<file path="config.mk">
export PLATFORM = sky130hd
export DESIGN_NAME = inst_rom_arbiter
export DESIGN_NICKNAME = d
export VERILOG_FILES = /design/src/rtl/inst_rom_arbiter.sv
export SDC_FILE = /design/constraint.sdc
export NUM_CORES = 1
export LEC_CHECK = 0
export CORE_MARGIN = 1.5
export CORE_UTILIZATION = 41
export DETAILED_ROUTE_END_ITERATION = 10
export GPL_ROUTABILITY_DRIVEN = 0
export HOLD_SLACK_MARGIN = 0.12
export PLACE_DENSITY = 0.79
export RECOVER_POWER = 100
export SETUP_SLACK_MARGIN = 0.15
export SLEW_MARGIN = 5
export SYNTH_ARGS = -nofsm -noshare
export SYNTH_HDL_FRONTEND = slang
export SYNTH_SLANG_ARGS = --single-unit
</file>
<file path="constraint.sdc">
create_clock -name clock -period 1.6 [get_ports clock]
set_clock_uncertainty 0.05 [all_clocks]
set_input_delay 0.24 -clock clock [delete_from_list [all_inputs] [get_ports clock]]
set_output_delay 0.24 -clock clock [all_outputs]
set_load 0.005 [all_outputs]
</file>
<file path="src/rtl/inst_rom_arbiter.sv">
// Two-port instruction ROM arbiter: port A (fetch) and port B (debug/loader) share one ROM read port.
// Build option: define INST_ROM_ARB_FIXED_PRIO_EN for fixed A-over-B priority; otherwise the arbiter is round-robin.
module inst_rom_arbiter #(
  parameter int ADDR_WIDTH = 8
) (
  input  logic        clock,
  input  logic        reset_n,
  input  logic        a_req,
  input  logic [31:0] a_addr,
  input  logic        b_req,
  input  logic [31:0] b_addr,
  output logic        a_gnt,
  output logic        b_gnt,
  output logic        a_valid,
  output logic        b_valid,
  output logic [31:0] a_data,
  output logic [31:0] b_data,
  output logic        a_err,
  output logic        b_err,
  output logic [31:0] rom_addr,
  input  logic [31:0] rom_data
);

  // Any address bit at or above this position lies outside the ROM.
  localparam int unsigned   LO_BITS = ADDR_WIDTH + 2;
  localparam logic [32:0]   LIMIT   = 33'd1 << LO_BITS;
  localparam logic [31:0]   HI_MASK = ~(LIMIT[31:0] - 32'd1);

  function automatic logic addr_bad(input logic [31:0] addr);
    return (addr[1:0] != 2'b00) || ((addr & HI_MASK) != 32'd0);
  endfunction

  logic        a_valid_q, a_valid_d;
  logic        b_valid_q, b_valid_d;
  logic        err_q, err_d;
  logic [31:0] a_data_q, a_data_d;
  logic [31:0] b_data_q, b_data_d;
  logic [31:0] rom_addr_q, rom_addr_d;

`ifdef INST_ROM_ARB_FIXED_PRIO_EN
  always_comb begin
    a_gnt = 1'b0;
    b_gnt = 1'b0;
    if (reset_n) begin
      a_gnt = a_req;
      b_gnt = b_req & ~a_req;
    end
  end
`else
  // ptr state | meaning
  // PTR_A     | port A wins the next contended cycle
  // PTR_B     | port B wins the next contended cycle
  typedef enum logic {PTR_A = 1'b0, PTR_B = 1'b1} ptr_e;

  ptr_e ptr_q, ptr_d;

  always_comb begin
    a_gnt = 1'b0;
    b_gnt = 1'b0;
    ptr_d = ptr_q;
    if (reset_n) begin
      if (a_req && (!b_req || ptr_q == PTR_A)) begin
        a_gnt = 1'b1;
      end else if (b_req) begin
        b_gnt = 1'b1;
      end
    end
    if (a_gnt) begin
      ptr_d = PTR_B;
    end else if (b_gnt) begin
      ptr_d = PTR_A;
    end
  end

  always_ff @(posedge clock or negedge reset_n) begin
    if (!reset_n) begin
      ptr_q <= PTR_A;
    end else begin
      ptr_q <= ptr_d;
    end
  end
`endif

  // The ROM registers its address itself, so the granted address goes out combinationally.
  always_comb begin
    rom_addr_d = rom_addr_q;
    err_d      = 1'b0;
    if (a_gnt) begin
      rom_addr_d = a_addr;
      err_d      = addr_bad(a_addr);
    end else if (b_gnt) begin
      rom_addr_d = b_addr;
      err_d      = addr_bad(b_addr);
    end
    a_valid_d = a_gnt;
    b_valid_d = b_gnt;
  end

  assign rom_addr = rom_addr_d;

  always_comb begin
    a_data_d = a_data_q;
    b_data_d = b_data_q;
    if (a_valid_q) begin
      a_data_d = err_q ? 32'd0 : rom_data;
    end
    if (b_valid_q) begin
      b_data_d = err_q ? 32'd0 : rom_data;
    end
  end

  assign a_valid = a_valid_q;
  assign b_valid = b_valid_q;
  assign a_err   = a_valid_q & err_q;
  assign b_err   = b_valid_q & err_q;
  assign a_data  = a_data_d;
  assign b_data  = b_data_d;

  always_ff @(posedge clock or negedge reset_n) begin
    if (!reset_n) begin
      a_valid_q  <= 1'b0;
      b_valid_q  <= 1'b0;
      err_q      <= 1'b0;
      a_data_q   <= 32'd0;
      b_data_q   <= 32'd0;
      rom_addr_q <= 32'd0;
    end else begin
      a_valid_q  <= a_valid_d;
      b_valid_q  <= b_valid_d;
      err_q      <= err_d;
      a_data_q   <= a_data_d;
      b_data_q   <= b_data_d;
      rom_addr_q <= rom_addr_d;
    end
  end

endmodule

</file>
==> flow_metrics.env <==
export IMPL_fmax_mhz=480
export IMPL_required_ns=1.31
export IMPL_clk_path_buf_depth=2
export IMPL_cp_end_kind="output port"
export IMPL_grt_use_total=0.293
export IMPL_ys_ff_latch=100
export IMPL_critPathBufInv=3
export IMPL_ys_types=19
export IMPL_routed_wl_mm=18.9
export IMPL_yosys_warnings=0
export IMPL_holdWs_ns=0.373
export IMPL_die_y_um=105
export IMPL_cts_tree="yes"
export IMPL_path_cells="o21ai_4, buf_4, buf_12, o22ai_1, o21ai_2, buf_2"
export IMPL_synthTopCellsByCount="dfrtp_1, mux2_2, nand2_1, nor2b_1, o22ai_1"
export IMPL_max_slew_margin=0.270
export IMPL_wire_per_inst_um=22.4
export IMPL_fin_cells=846
export IMPL_worst_path_max_delay_cell="dfrtp_2"
export IMPL_dp_hpwl_mm=8.88
export IMPL_fin_nets=809
export IMPL_grt_overflow=0
export IMPL_syn_area_per_cell_um2=12.2
export IMPL_final_antenna_net_count=0
export IMPL_status="finished, violations left"
export IMPL_drt_first_iter_violations=225
export IMPL_place_ws_ns=-0.803
export IMPL_vias_per_cell=5.32
export IMPL_ys_seq_area_frac=0.591
export IMPL_die_w_um=105
export IMPL_path_delay_family="compound AO/OA/AOI/OAI gates"
export IMPL_async_flop_share=1.00
export IMPL_vias=4500
export IMPL_antenna_found_initial=0
export IMPL_p_leak_nw=3.98
export IMPL_synth_nets=446
export IMPL_ctsHoldBuffers=1
export IMPL_finalCriticalPeriod_ns=2.09
export IMPL_root_buffer="clkbuf_8"
export IMPL_syn_to_final_growth_pct=102
export IMPL_crit_path_start_kind="flip-flop"
export IMPL_peakVddDrop_mv=0.643
export IMPL_clk_pin_slew_ns=0.10
export IMPL_syn_inst=346
export IMPL_initial_core_util=0.427
export IMPL_crit_type="reg2out"
export IMPL_synth_edf_count=0
export IMPL_crit_path_max_fanout=13
export IMPL_io_buffers=201
export IMPL_cp_arrival_ns=1.80
export IMPL_r2r_cells=12
export IMPL_nFillCells=456
export IMPL_max_cap_violations=0
export IMPL_rows=36
export IMPL_cts_made_buffers=9
export IMPL_numClockSinks=100
export IMPL_ys_top_cells_by_area="dfrtp_1, mux2_2, nor2b_1"
export IMPL_grt_pass1_vias=4493
export IMPL_tns_ns=-41.60
export IMPL_worst_hold_path_type="in2async"
export IMPL_ys_flop_type="dfrtp_1"
export IMPL_setup_violations=165
export IMPL_numPlacedInstances=691
export IMPL_cellPowerDensity_nw_per_um2=991
export IMPL_placed_cell_area_um2=6620
export IMPL_grt_pass1_wl_mm=24.6
export IMPL_fin_crit_sh=1.30
export IMPL_htree_levels=3
export IMPL_drc_errors=0
export IMPL_fin_ws_ns=-0.485
export IMPL_clk_latency_ns=0.34
export IMPL_slowest_delay_ns=0.47
export IMPL_synth_top_area_cell="dfrtp_1"
export IMPL_finalMaxSlewViolations=0
export IMPL_diodes=0
export IMPL_synth_area_um2=4230
export IMPL_io_pins=202
export IMPL_layout_drive_gt1_share=0.574
export IMPL_dieArea_um2=10900
export IMPL_grt_max_degree=56
export IMPL_rsz0062_at_grt="yes"
export IMPL_failed_checks="negative setup slack"
export IMPL_netlist_area_leader_share=0.591
export IMPL_hold_violations=0
export IMPL_tightest_slew_ns=1.10
export IMPL_cp_depth=6
export IMPL_placeableCoreArea_um2=9910
export IMPL_final_area_um2=8570
export IMPL_yosysMostFrequentCell="dfrtp_1"
export IMPL_dr_pass1_iters=4
## sequential cells by signal, indices dropped and copies added (netlist names)
| name | flops |
|---|---|
| b_data_q | 32 |
| err_q | 1 |
| rom_addr_q | 32 |
| ptr_q | 1 |
| b_valid | 1 |
| a_valid | 1 |
| a_data_q | 32 |
## power by group
| group | internal (mW) | total, mW | switching, mW | leakage [nW] |
|---|---|---|---|---|
| clock | 0.576 | 1.50 | 0.920 | 0.0836 |
| combinational | 2.35 | 3.74 | 1.40 | 2.68 |
| sequential | 3.03 | 3.25 | 0.224 | 1.22 |
| total | 5.95 | 8.49 | 2.54 | 3.98 |
## layer usage
layer,GRT usage,vias up,part of all wire
met1,0.336,2236,0.36
met2,0.539,254,0.52
li1,-,1962,-
met3,0.0611,48,0.078
met4,0.0998,0,0.036
met5,0,-,0
## worst paths after layout
path | start | to | slack, ns
min | reset_n | a_data_q[7]$_DFF_PN0_ | 0.37
max reg2reg | ptr_q$_DFFE_PN0P_ | rom_addr_q[24]$_DFF_PN0_ | -0.45
min in group clock | a_addr[3] | rom_addr_q[3]$_DFF_PN0_ | 0.41
max | ptr_q$_DFFE_PN0P_ | rom_addr[21] | -0.49
max in group asynchronous | reset_n | b_valid$_DFF_PN0_ | -0.21
min reg2reg | b_data_q[11]$_DFF_PN0_ | b_data_q[11]$_DFF_PN0_ | 0.46
## logic make-up (layout without fill, tap and decap cells)
family / after synthesis / after routing / synth area share
DFF: 100 / 100 / 0.591
and+or+nand+nor: 86 / 86 / 0.105
muxes: 64 / 64 / 0.170
AOI/OAI and AO/OA: 69 / 69 / 0.0952
buffers and inverters: 27 / 394 / 0.0378
## area by class of cell
type	instances	area (um2)	share of cell area
clock inverters	6	48.8	0.00570
multi-input cells	219	1990	0.232
well taps	133	166	0.0194
flip-flops and latches	100	2510	0.293
clock buffers	9	124	0.0145
inverters	2	7.51	0.000876
repair buffers	377	3720	0.435
## cell usage in the layout, fill, tap and decap left out, types with 9 or more instances in the layout
cell type,instances
buf_4,117
o22ai_1,17
nor2b_1,24
buf_12,14
clkbuf_2,18
o21ai_1,13
buf_6,74
buf_16,11
nand2_1,34
clkdlybuf4s50_1,96
buf_2,30
nor4_1,10
mux2_4,42
clkbuf_8,9
o21ai_2,20
mux2_2,22
o22ai_2,10
dfrtp_1,97
## timing repair
action | 4_1_cts | 5_1_grt
setup buffers | 78 | 46
setup endpoints to repair | 103 | 122
cloned | 11 | 4
resized for setup | 477 | 100
pin swaps | 39 | 27
hold endpoints to repair | 45 | 42
## through the flow
step,total power [mW],utilization
2_1_floorplan,4.07,-
3_3_place_gp,5.63,0.668
3_5_place_dp,5.72,0.668
4_1_cts,7.84,0.797
5_1_grt,8.84,0.864
6_report,8.49,0.864
## worst reg2reg max path, stage by stage, from the launching register on
cell and delay [ns]:
dfrtp_2 0.45, o21ai_4 0.09, buf_4 0.15, buf_12 0.14, o22ai_2 0.15, o21ai_2 0.08
buf_4 0.13, buf_4 0.12, buf_4 0.12, buf_4 0.12, buf_4 0.12, buf_4 0.12
buf_4 0.12
Note: power is estimated with default switching activity, not from simulation.
